### config.mk
export PLATFORM = sky130hd
export DESIGN_NAME = machine_ctrl_flat
export DESIGN_NICKNAME = d
export VERILOG_FILES = /design/src/rtl/cpu_pkg.sv /design/src/rtl/machine_ctrl_if.sv /design/src/rtl/machine_ctrl.sv /design/src/flat_wrapper.sv
export SDC_FILE = /design/constraint.sdc
export NUM_CORES = 1
export LEC_CHECK = 0
export ABC_AREA = 1
export CORE_AREA = 2 2 39 41
export DETAILED_ROUTE_END_ITERATION = 10
export DIE_AREA = 0 0 41 43
export GPL_TIMING_DRIVEN = 0
export HOLD_SLACK_MARGIN = 0.1
export SLEW_MARGIN = 20
export SYNTH_ARGS = -nofsm -noshare
export SYNTH_HDL_FRONTEND = slang
export SYNTH_SLANG_ARGS = --single-unit
### constraint.sdc
create_clock -name clk -period 1.2 [get_ports clk]
set_input_delay 0.12 -clock clk [delete_from_list [all_inputs] [get_ports clk]]
set_output_delay 0.12 -clock clk [all_outputs]
set_load 0.05 [all_outputs]
### src/rtl/cpu_pkg.sv
// Shared CPU package: opcode constants, controller state encoding and
// opcode classification helpers used by the controller, PC, IR and ALU.
package cpu_pkg;

    localparam logic [2:0] HLT = 3'd0;
    localparam logic [2:0] SKZ = 3'd1;
    localparam logic [2:0] ADD = 3'd2;
    localparam logic [2:0] AND = 3'd3;
    localparam logic [2:0] XOR = 3'd4;
    localparam logic [2:0] LDA = 3'd5;
    localparam logic [2:0] STO = 3'd6;
    localparam logic [2:0] JMP = 3'd7;

    typedef enum logic [3:0] {
        S0     = 4'd0,
        S1     = 4'd1,
        S2     = 4'd2,
        S3     = 4'd3,
        S4     = 4'd4,
        S5     = 4'd5,
        S6     = 4'd6,
        S7     = 4'd7,
        HALTED = 4'd8
    } state_t;

    // Opcodes that read a memory operand into the accumulator
    function automatic logic is_mem_rd(input logic [2:0] op);
        return (op == ADD) || (op == AND) || (op == XOR) || (op == LDA);
    endfunction

endpackage

### src/rtl/machine_ctrl_if.sv
// Controller bus: sequencing inputs from the CPU and strobes back to it.
// Optional macro MACHINE_CTRL_SINGLE_STEP_EN adds the single-step input.
interface machine_ctrl_if;
    logic       ena;
    logic [2:0] opcode;
    logic       zero;
`ifdef MACHINE_CTRL_SINGLE_STEP_EN
    logic       step;
`endif
    logic       inc_pc;
    logic       load_pc;
    logic       load_acc;
    logic       load_ir;
    logic       rd;
    logic       wr;
    logic       datactl_ena;
    logic       halt;

    modport master (
        output ena, opcode, zero,
`ifdef MACHINE_CTRL_SINGLE_STEP_EN
        output step,
`endif
        input  inc_pc, load_pc, load_acc, load_ir, rd, wr, datactl_ena, halt
    );

    modport slave (
        input  ena, opcode, zero,
`ifdef MACHINE_CTRL_SINGLE_STEP_EN
        input  step,
`endif
        output inc_pc, load_pc, load_acc, load_ir, rd, wr, datactl_ena, halt
    );
endinterface

### src/rtl/machine_ctrl.sv
// CPU machine controller: eight-phase instruction sequencer with a HALTED
// trap state. Strobes are decoded combinationally from state/opcode/zero.
// Optional macro MACHINE_CTRL_SINGLE_STEP_EN gates S0 on the step input.
module machine_ctrl
    import cpu_pkg::*;
(
    input  logic           clk,
    input  logic           rst_n,
    machine_ctrl_if.slave  bus
);

    state_t r_state;
    state_t w_seq;
    logic   w_open;
    logic   w_inc_pc, w_load_pc, w_load_acc, w_load_ir;
    logic   w_rd, w_wr, w_datactl, w_halt;
    logic   w_mem, w_skip, w_gate;

    assign w_mem  = is_mem_rd(bus.opcode);
    assign w_skip = (bus.opcode == SKZ) && bus.zero;

`ifdef MACHINE_CTRL_SINGLE_STEP_EN
    assign w_open = (r_state != S0) || bus.step;
`else
    assign w_open = 1'b1;
`endif

    // State register; frozen when the cycle enable (or single-step gate) is low
    always_ff @(posedge clk or negedge rst_n) begin
        if (!rst_n)
            r_state <= S0;
        else if (bus.ena && w_open)
            r_state <= w_seq;
    end

    // Successor state and raw strobes for the current phase
    always_comb begin
        w_seq      = r_state;
        w_inc_pc   = 1'b0;
        w_load_pc  = 1'b0;
        w_load_acc = 1'b0;
        w_load_ir  = 1'b0;
        w_rd       = 1'b0;
        w_wr       = 1'b0;
        w_datactl  = 1'b0;
        w_halt     = 1'b0;
        unique case (r_state)
            S0: begin
                w_rd      = 1'b1;
                w_load_ir = 1'b1;
                w_seq     = S1;
            end
            S1: begin
                w_rd      = 1'b1;
                w_load_ir = 1'b1;
                w_inc_pc  = 1'b1;
                w_seq     = S2;
            end
            S2: w_seq = S3;
            S3: begin
                w_inc_pc = 1'b1;
                if (bus.opcode == HLT) begin
                    w_halt = 1'b1;
                    w_seq  = HALTED;
                end else begin
                    w_seq  = S4;
                end
            end
            S4: begin
                w_load_pc = (bus.opcode == JMP);
                w_rd      = w_mem;
                w_datactl = (bus.opcode == STO);
                w_seq     = S5;
            end
            S5: begin
                w_rd       = w_mem;
                w_load_acc = w_mem;
                w_inc_pc   = w_skip || (bus.opcode == JMP);
                w_load_pc  = (bus.opcode == JMP);
                w_wr       = (bus.opcode == STO);
                w_datactl  = (bus.opcode == STO);
                w_seq      = S6;
            end
            S6: begin
                w_rd      = w_mem;
                w_datactl = (bus.opcode == STO);
                w_seq     = S7;
            end
            S7: begin
                w_inc_pc = w_skip;
                w_seq    = S0;
            end
            HALTED: w_halt = 1'b1;
            default: w_seq = S0;
        endcase
    end

    // Strobes need reset released, the cycle enable, and (in S0) the step gate;
    // halt only depends on reset so it stays visible while frozen
    assign w_gate          = rst_n && bus.ena && w_open;
    assign bus.inc_pc      = w_gate && w_inc_pc;
    assign bus.load_pc     = w_gate && w_load_pc;
    assign bus.load_acc    = w_gate && w_load_acc;
    assign bus.load_ir     = w_gate && w_load_ir;
    assign bus.rd          = w_gate && w_rd;
    assign bus.wr          = w_gate && w_wr;
    assign bus.datactl_ena = w_gate && w_datactl;
    assign bus.halt        = rst_n && w_halt;

endmodule
### src/flat_wrapper.sv
// flat-port wrapper written by rule: the top's interface ports become plain ports
module machine_ctrl_flat import cpu_pkg::*;
  (clk, rst_n, bus_ena, bus_opcode, bus_zero, bus_inc_pc, bus_load_pc, bus_load_acc, bus_load_ir, bus_rd, bus_wr, bus_datactl_ena, bus_halt);
  machine_ctrl_if bus_i ();
  input  logic clk;
  input  logic rst_n;
  input wire logic [$bits(bus_i.ena)-1:0] bus_ena;
  input wire logic [$bits(bus_i.opcode)-1:0] bus_opcode;
  input wire logic [$bits(bus_i.zero)-1:0] bus_zero;
  output wire logic [$bits(bus_i.inc_pc)-1:0] bus_inc_pc;
  output wire logic [$bits(bus_i.load_pc)-1:0] bus_load_pc;
  output wire logic [$bits(bus_i.load_acc)-1:0] bus_load_acc;
  output wire logic [$bits(bus_i.load_ir)-1:0] bus_load_ir;
  output wire logic [$bits(bus_i.rd)-1:0] bus_rd;
  output wire logic [$bits(bus_i.wr)-1:0] bus_wr;
  output wire logic [$bits(bus_i.datactl_ena)-1:0] bus_datactl_ena;
  output wire logic [$bits(bus_i.halt)-1:0] bus_halt;
  assign bus_i.ena = bus_ena;
  assign bus_i.opcode = bus_opcode;
  assign bus_i.zero = bus_zero;
  assign bus_inc_pc = bus_i.inc_pc;
  assign bus_load_pc = bus_i.load_pc;
  assign bus_load_acc = bus_i.load_acc;
  assign bus_load_ir = bus_i.load_ir;
  assign bus_rd = bus_i.rd;
  assign bus_wr = bus_i.wr;
  assign bus_datactl_ena = bus_i.datactl_ena;
  assign bus_halt = bus_i.halt;
  machine_ctrl u_core (.clk(clk), .rst_n(rst_n), .bus(bus_i));
endmodule
# --- After elaboration in Yosys (flattened, before gate mapping) ---
# Cells that the tools add are included.
classes:
  n_eq_ne: 15
  muxes: 11
  bitwise_logic: 1
  reduce_logical: 21
ops:
  columns: ["operator", "count"]
  rows:
  - ["$pmux W4 S8", 1]
  - ["$eq A4 B3 Y1 const B", 4]
  - ["$eq A3 B3 Y1 const B", 4]
  - ["$logic_and A1 B1 Y1", 10]
  - ["$eq A4 B2 Y1 const B", 2]
  - ["$eq A3 B2 Y1 const B", 2]
  - ["$mux W1", 6]
  - ["$reduce_or A2 Y1", 3]
  - ["$eq A4 B1 Y1 const B", 1]
  - ["$eq A4 B4 Y1 const B", 1]
  - ["$logic_not A4 Y1", 1]
  - ["$logic_or A1 B1 Y1", 4]
  - ["$mux W4", 1]
  - ["$pmux W1 S2", 2]
  - ["$eq A3 B1 Y1 const B", 1]
  - ["$logic_not A3 Y1", 1]
  - ["$pmux W1 S3", 1]
  - ["$reduce_or A3 Y1", 1]
  - ["$reduce_and A2 Y1", 1]
  - ["$not A1 Y1", 1]
totals:
  register_bits: 4
  in_bits: 7
  output_inout_bits: 8
  wordCells: 49

# --- Longest topological paths before layout ---
# Gate-level depths: netlist of run 1.
depth:
  ltp_word: 6
  depth_mapped: 7
  mapped_depth_nobuf: 7

# --- Worst setup path before layout of run 1 ---
# No wires, ideal clock.
synth_path:
  kind: "flip-flop to output port"
  start: "register u_core.r_state[3]"
  end: "output bus_rd"
  arrival_time_ns: 1.765
  t_required_ns: 1.080
  slack_ns: -0.685
  stages_incl_launch_ff: 5
  path_buffers: 0
  path_cell_list: "dfrtp_1 -> inv_2 -> nand2_1 -> nor3_2 -> o21bai_1"
synth_between:
  elab_chain_len: 4
  word_cells_on_any_way: 9
  cone_classes: "eq/ne: 4; mux: 1; reduce/logical: 4"
synth_lines:
  columns: ["element", "line_no", "text"]
  rows:
  - ["start: declaration", "machine_ctrl.sv:12", "state_t r_state;"]
  - ["start signal: assignment", "machine_ctrl.sv:33", "r_state <= w_seq;"]
  - ["$eq A4 B3 Y1, or another cell as far along", "machine_ctrl.sv:47", "unique case (r_state)"]
  - ["$reduce_or A3 Y1 (no line) / $reduce_or A2 Y1 (equally long branches)", null, null]
  - ["$pmux W1 S2 (*)", "machine_ctrl.sv:47", null]
  - ["$logic_and A1 B1 Y1 (*)", "machine_ctrl.sv:105", "assign bus.rd = w_gate && w_rd;"]
  - ["end: declaration", "flat_wrapper.sv:14", "output wire logic [$bits(bus_i.rd)-1:0] bus_rd;"]
# Every way passes the cells marked *; elsewhere a longest branch is shown, timed or not.

# --- Worst setup path in the final report of run 1 ---
layout_path:
  start: "register u_core.r_state[2]"
  end: "output bus_load_acc"
layout_between:
  elab_chain_len: 3
layout_lines:
  columns: ["element", "line_no", "text"]
  rows:
  - ["$eq A4 B3 Y1", "machine_ctrl.sv:47", null]
  - ["$mux W1", "machine_ctrl.sv:47", null]
  - ["$logic_and A1 B1 Y1", "machine_ctrl.sv:103", "assign bus.load_acc = w_gate && w_load_acc;"]
  - ["end: declaration", "flat_wrapper.sv:12", "output wire logic [$bits(bus_i.load_acc)-1:0] bus_load_acc;"]
# Every way passes these cells.

==> metrics.yaml, run 1 <==
job:
  maxCapViolations: 0
worst_setup_path:
  path_delay_family: "simple AND/OR/NAND/NOR gates"
  critPathMaxFanout: 4
  critPathCaptureType: "output pin"
  worstPathArrival_ps: 1340
  crit_path_cell_trace: "inv_2 > nor2_4 > nand4_1 > nor2_2 > buf_6"
  crit_type: "register to output pin"
  cp-start-kind: "register"
  crit_buf_inv: 2
  slowest_stage: "dfrtp_1"
  r2r_slack_ps: 60
  required_ps: 1080
  slowest_delay_ps: 360
power:
  peakVddDrop_mv: 0.7254
  power.density_mw_per_mm2: 1246
  power_leakage_nw: 0.3517
floorplan:
  rows: 14
  die_area_mm2: 0.001763
  die_x_um: 41
  initial_core_util_pct: 26.40
  ios: 15
  core_region_area_mm2: 0.001384
  die_y_um: 43
routing:
  drcViolationCount: 0
  ant_nets: 0
  dr.first_iter.drc_count: 4
  drt_wl_total_um: 882
  wl_per_cell_um: 9.000
  viasPerCell: 4.327
  firstDrtPassIters: 4
  vias: 424
placed_design:
  dpl-instance-area_um2: 600.6
  port_buffers: 14
  gp_congestion: 0.7146
  place_ws_ps: -1086
  place.detailed.hpwl_um: 701.2
final_layout:
  nNetsFinal: 91
  diodes: 0
  top_register: "u_core.r_state"
  largestRegisters: "u_core.r_state (4)"
  final_common_cell: "nand2_1"
  largest_register_ffs: 4
  area_growth_pct: 95.21
  stdcell_area_um2: 713.2
  layout_common_cells: "13 x nand2_1, 7 x inv_1, 7 x buf_6, 6 x nor2_4, 5 x buf_4"
  final_layout_size_suffix_gt1_share_pct: 48.78
timing:
  fin_crit_ps: 1461
  slew-limit-headroom_pct: 85.06
  finalCritPeriodShare_pct: 121.7
  max_freq_mhz: 684.6
  tightestPinTransition_ps: 223.2
  setup_viol: 8
  rsz0062_at_grt: "true"
  maxSlewViolCount: 0
  skew_ps: 0.09764
  fin_ws_ps: -260.7
  holdWs_ps: 341.4
  hold_violations: 0
clock_tree:
  htreeDepth: 1
  clock_path_buffers: 2
  cts_buffers: 3
  cts.sinks: 4
  cts_tree: "yes"
  insertion_delay_ps: 230
  path_clk_slew_ps: 30
  cts_root_buf: "clkbuf_4"
grt:
  grt_overflow: 0
  grt_pass1_vias: 397
  track_usage_pct: 13.51
  antenna_found_initial: 0
  grt_start_max_net_pins: 7
  grt_first_pass_wirelength_mm: 1.662
synth:
  synth_seq_area_share_pct: 27.40
  synthArstFlopShare_pct: 100.0
  synth_ff_type: "dfrtp_1"
  syn_nets: 66
  synth-seq-cells: 4
  synth_edf_count: 0
  syn_area_um2: 365.4
  yosysWarnings: 0
  syn_avg_cell_area_um2: 6.192
  yosysUniqueCellTypes: 19
  synthCells: 59
run_status:
  outcome: "finished, violations left"
  violations: "setup timing"
min_path:
  hp-class: "input pin to register"
==> worst register-to-register path: cells and delay by family, from the launching register on <==
kind / cells / cell delay (ps)
buf+inv: 3 / 260
simple gates: 5 / 360
flops: 1 / 410
==> cell usage after synthesis (2+ instances only) <==
master / instances / area (um2)
a21oi_1: 2 / 10.01
inv_2: 3 / 11.26
inv_1: 7 / 26.28
nand2_2: 3 / 18.77
o21ai_0: 2 / 10.01
nand2_1: 17 / 63.81
dfrtp_1: 4 / 100.1
nand3_1: 3 / 15.01
nor2_2: 2 / 12.51
nor2_1: 7 / 26.28
==> report_power, final <==
group | internal [mW] | total [mW] | switching [mW]
combinational | 0.207 | 0.517 | 0.310
sequential | 0.169 | 0.214 | 0.0442
clock | 0.111 | 0.158 | 0.0467
==> what timing repair did <==
action,4_1_cts,5_1_grt
setup buffers,5,0
hold endpoints to repair,4,0
gates resized for setup,64,4
setup endpoints to repair,8,10
hold buffers,1,0
pin swaps,2,2
==> metrics by stage <==
| step | utilization (%) | TNS, ps | total power, mW | std cells |
|---|---|---|---|---|
| floorplan | - | -436.6 | 0.5255 | 59 |
| global placement | 43.40 | -7504 | 0.6228 | 89 |
| detailed placement | 43.40 | -7521 | 0.6252 | 89 |
| CTS | 50.90 | -1590 | 0.8861 | 98 |
| global route | 51.54 | -2140 | 0.9695 | 98 |
| finish | 51.54 | -1404 | 0.8885 | 98 |
==> path summary, 6_finish.rpt <==
path / end / start / cells after the start
worst max-delay path: bus_load_acc / u_core.r_state[2] / 5
worst min-delay path: u_core.r_state[0] / bus_ena / 2
worst max register to register: u_core.r_state[2] / u_core.r_state[3] / 8
worst min register to register: u_core.r_state[3] / u_core.r_state[3] / 2
max in group asynchronous: u_core.r_state[1] / rst_n / 2
min in group asynchronous: u_core.r_state[3] / rst_n / 2
==> logic make-up (layout without fill, tap and decap cells) <==
group / Yosys count / in the layout / synth area share (%)
and+or+nand+nor: 38 / 38 / 51.37
AOI/OAI and AO/OA: 7 / 7 / 10.96
DFF: 4 / 4 / 27.40
buffers and inverters: 10 / 33 / 10.28
==> area by class of cell <==
| class | count | area [um2] |
|---|---|---|
| Tap cell | 16 | 20.02 |
| Sequential cell | 4 | 101.3 |
| Multi-Input combinational cell | 45 | 332.8 |
| Timing Repair Buffer | 20 | 198.9 |
| Inverter | 10 | 37.54 |
| Clock buffer | 3 | 22.52 |
| Fill cell | 142 | 670.6 |
==> routing by layer <==
metal | wire length [um] | GRT usage [%] | part of all wire (%) | up-vias
li1 | - | - | - | 230
met1 | 369 | 19.54 | 42 | 180
met4 | 0 | 8.000 | 0 | 0
met2 | 441 | 19.38 | 50 | 14
met3 | 71 | 0 | 8.0 | 0
met5 | 0 | 0 | 0 | -
Power figures use the tool's default switching activity.
==> inputs of run 2 (changes only) <==
--- a/config.mk
+++ b/config.mk
@@ -11,6 +11,7 @@
 export DIE_AREA = 0 0 41 43
 export GPL_TIMING_DRIVEN = 0
 export HOLD_SLACK_MARGIN = 0.1
+export RECOVER_POWER = 100
 export SLEW_MARGIN = 20
 export SYNTH_ARGS = -nofsm -noshare
 export SYNTH_HDL_FRONTEND = slang
==> constraint.sdc (replaced) <==
create_clock -name clk -period 1.3 [get_ports clk]
set_input_delay 0.13 -clock clk [delete_from_list [all_inputs] [get_ports clk]]
set_output_delay 0.13 -clock clk [all_outputs]
set_load 0.05 [all_outputs]
==> run 2 against run 1 <==
Compared with the run above: the run still ends with setup timing left; core utilization increased by 1.5 points; combinational power decreased by 1%; die area unchanged; via count increased by 4.7%; critical path type unchanged; critical endpoint is now bus_halt; largest power group unchanged.
==> metrics.yaml, run 2 (synthesis results as in run 1) <==
final_layout:
  final_cells: 100  # +2.0%
  seqCellArea_um2: 102.6  # +1.2%
  area_growth_pct: 101.0
  nNetsFinal: 93  # +2.2%
  top_register: "u_core.r_state"
  final_common_cell: "nand2_1"
  largest_register_ffs: 4  # unchanged
  multi_input_area_um2: 326.6  # -1.9%
  layout_common_cells: "13 x nand2_1, 10 x buf_6, 7 x inv_1, 5 x nand2_2"
  final_layout_size_suffix_gt1_share_pct: 51.19  # +2.4 points
  stdcell_area_um2: 734.5  # +3.0%
  fillers: 146  # +2.8%
  fin_util_pct: 53.07  # +1.5 points
  largestRegisters: "u_core.r_state (4)"
  diodes: 0  # unchanged
routing:
  viasPerCell: 4.440  # +2.6%
  drt_wl_total_um: 971  # +10%
  firstDrtPassIters: 4  # unchanged
  dr.first_iter.drc_count: 9  # +5
  ant_nets: 0  # unchanged
  vias: 444  # +4.7%
  drcViolationCount: 0  # unchanged
  wl_per_cell_um: 9.710  # +7.9%
worst_setup_path:
  cp-start-kind: "register"
  required_ps: 1170  # +90 ps
  critPathCaptureType: "output pin"
  critPathMaxFanout: 3  # -1
  worstPathArrival_ps: 1330  # about the same
  r2r_slack_ps: 90  # +30 ps
  worst-r2r-cell-count: 9  # +1
  crit_type: "register to output pin"
floorplan:
  initial_core_util_pct: 26.40  # unchanged
  ios: 15  # unchanged
  die_y_um: 43  # unchanged
  die_x_um: 41  # unchanged
  core_region_area_mm2: 0.001384  # unchanged
  rows: 14  # unchanged
  die_area_mm2: 0.001763  # unchanged
timing:
  fin_crit_ps: 1457
  maxSlewViolCount: 0  # unchanged
  skew_ps: 0.1025  # +0.004885 ps
  fin_ws_ps: -156.8  # +103.9 ps
  max_freq_mhz: 686.4
  setup_viol: 7  # -1
  tightestPinTransition_ps: 285.0  # +61.78 ps
  rsz0062_at_grt: "true"
  final.setup.tns_ps: -778.9  # +624.9 ps
  hold_violations: 0  # unchanged
  finalCritPeriodShare_pct: 112.1
  slew-limit-headroom_pct: 81.00  # -4.1 points
placed_design:
  place_ws_ps: -950.5  # +135.3 ps
  gp_congestion: 0.7120  # -0.36%
  place.detailed.hpwl_um: 685.4  # -2.3%
  port_buffers: 14  # unchanged
  dpl-instance-area_um2: 583.1  # -2.9%
  placedCellCount: 89  # unchanged
clock_tree:
  htreeDepth: 1  # unchanged
  cts.sinks: 4  # unchanged
  path_clk_slew_ps: 30  # about the same
  clock_path_buffers: 2  # unchanged
  cts_buffers: 3  # unchanged
  cts_tree: "yes"
  insertion_delay_ps: 230  # about the same
  cts_root_buf: "clkbuf_4"
min_path:
  hold_depth: 2  # unchanged
  hp-class: "input pin to register"
power:
  power_leakage_nw: 0.3621  # +2.9%
  peakVddDrop_mv: 0.6700  # -7.6%
  power.density_mw_per_mm2: 1159  # -7.0%
grt:
  antenna_found_initial: 0  # unchanged
  grt_first_pass_wirelength_mm: 1.559  # -6.2%
  grt_start_max_net_pins: 7  # unchanged
  grt_overflow: 0  # unchanged
  grt_pass1_vias: 386  # -2.8%
  track_usage_pct: 13.54  # +0.027 points
run_status:
  outcome: "finished, violations left"
  violations: "setup timing"
job:
  maxCapViolations: 0  # unchanged
run 2: cell types whose count changed in the layout (fill, tap and decap cells not counted):
cell / change
buf_4: -1
buf_6: +3
dfrtp_1: -1
dfrtp_2: +1
nand2_2: +1
nand2_4: -2
nand2_8: +1
nor2_2: +2
nor2_4: -2
o21ai_0: +1
o21ai_1: -1
run 2: power by group:
part | internal [mW] | switching (mW) | total [mW]
logic | 0.217 | 0.292 | 0.510
registers | 0.157 | 0.0383 | 0.196
clock network | 0.103 | 0.0427 | 0.145
total | 0.478 | 0.373 | 0.851
run 2: worst paths after layout:
check	start	to
setup / recovery	u_core.r_state[3]	bus_halt
max in group asynchronous	rst_n	u_core.r_state[0]
hold reg to reg	u_core.r_state[0]	u_core.r_state[0]
min in group asynchronous	rst_n	u_core.r_state[3]
setup reg to reg	u_core.r_state[3]	u_core.r_state[2]
hold / removal	bus_ena	u_core.r_state[0]
run 2: metrics by stage:
stage / power (mW) / hold slack [ps]
floorplan: 0.4692 / -165.6
global placement: 0.5590 / 377.9
detailed placement: 0.5622 / 379.1
CTS: 0.8140 / 350.2
global route: 0.9283 / 449.5
finish: 0.8510 / 423.4
run 2: per-layer routing:
| metal | track usage [%] | share of wire, % |
|---|---|---|
| met1 | 16.72 | 40 |
| met2 | 19.38 | 54 |
| met3 | 3.141 | 6.4 |
| met4 | 10.00 | 0 |
| met5 | 0 | 0 |
run 2: timing repair:
item / in CTS / in global routing
setup endpoints to repair: 8 / 10
setup buffers: 6 / 1
endpoints found under the hold margin: 4 / 0
pin swaps: 1 / 3
hold buffers: 1 / 0
gates resized for setup: 66 / 7
run 2: cell type report:
cell class	instances	area share [%]
repair buffers	22	30.66
multi-input cells	45	44.46
flip-flops and latches	4	13.97
inverters	10	5.111
well taps	16	2.726
clock buffers	3	3.066
run 2: critical path, stage by stage, from the launching register on:
cell and delay, ps:
dfrtp_1 410, inv_2 90, buf_6 120, nor2_4 90
nand2_4 70, a21boi_4 150, buf_6 170
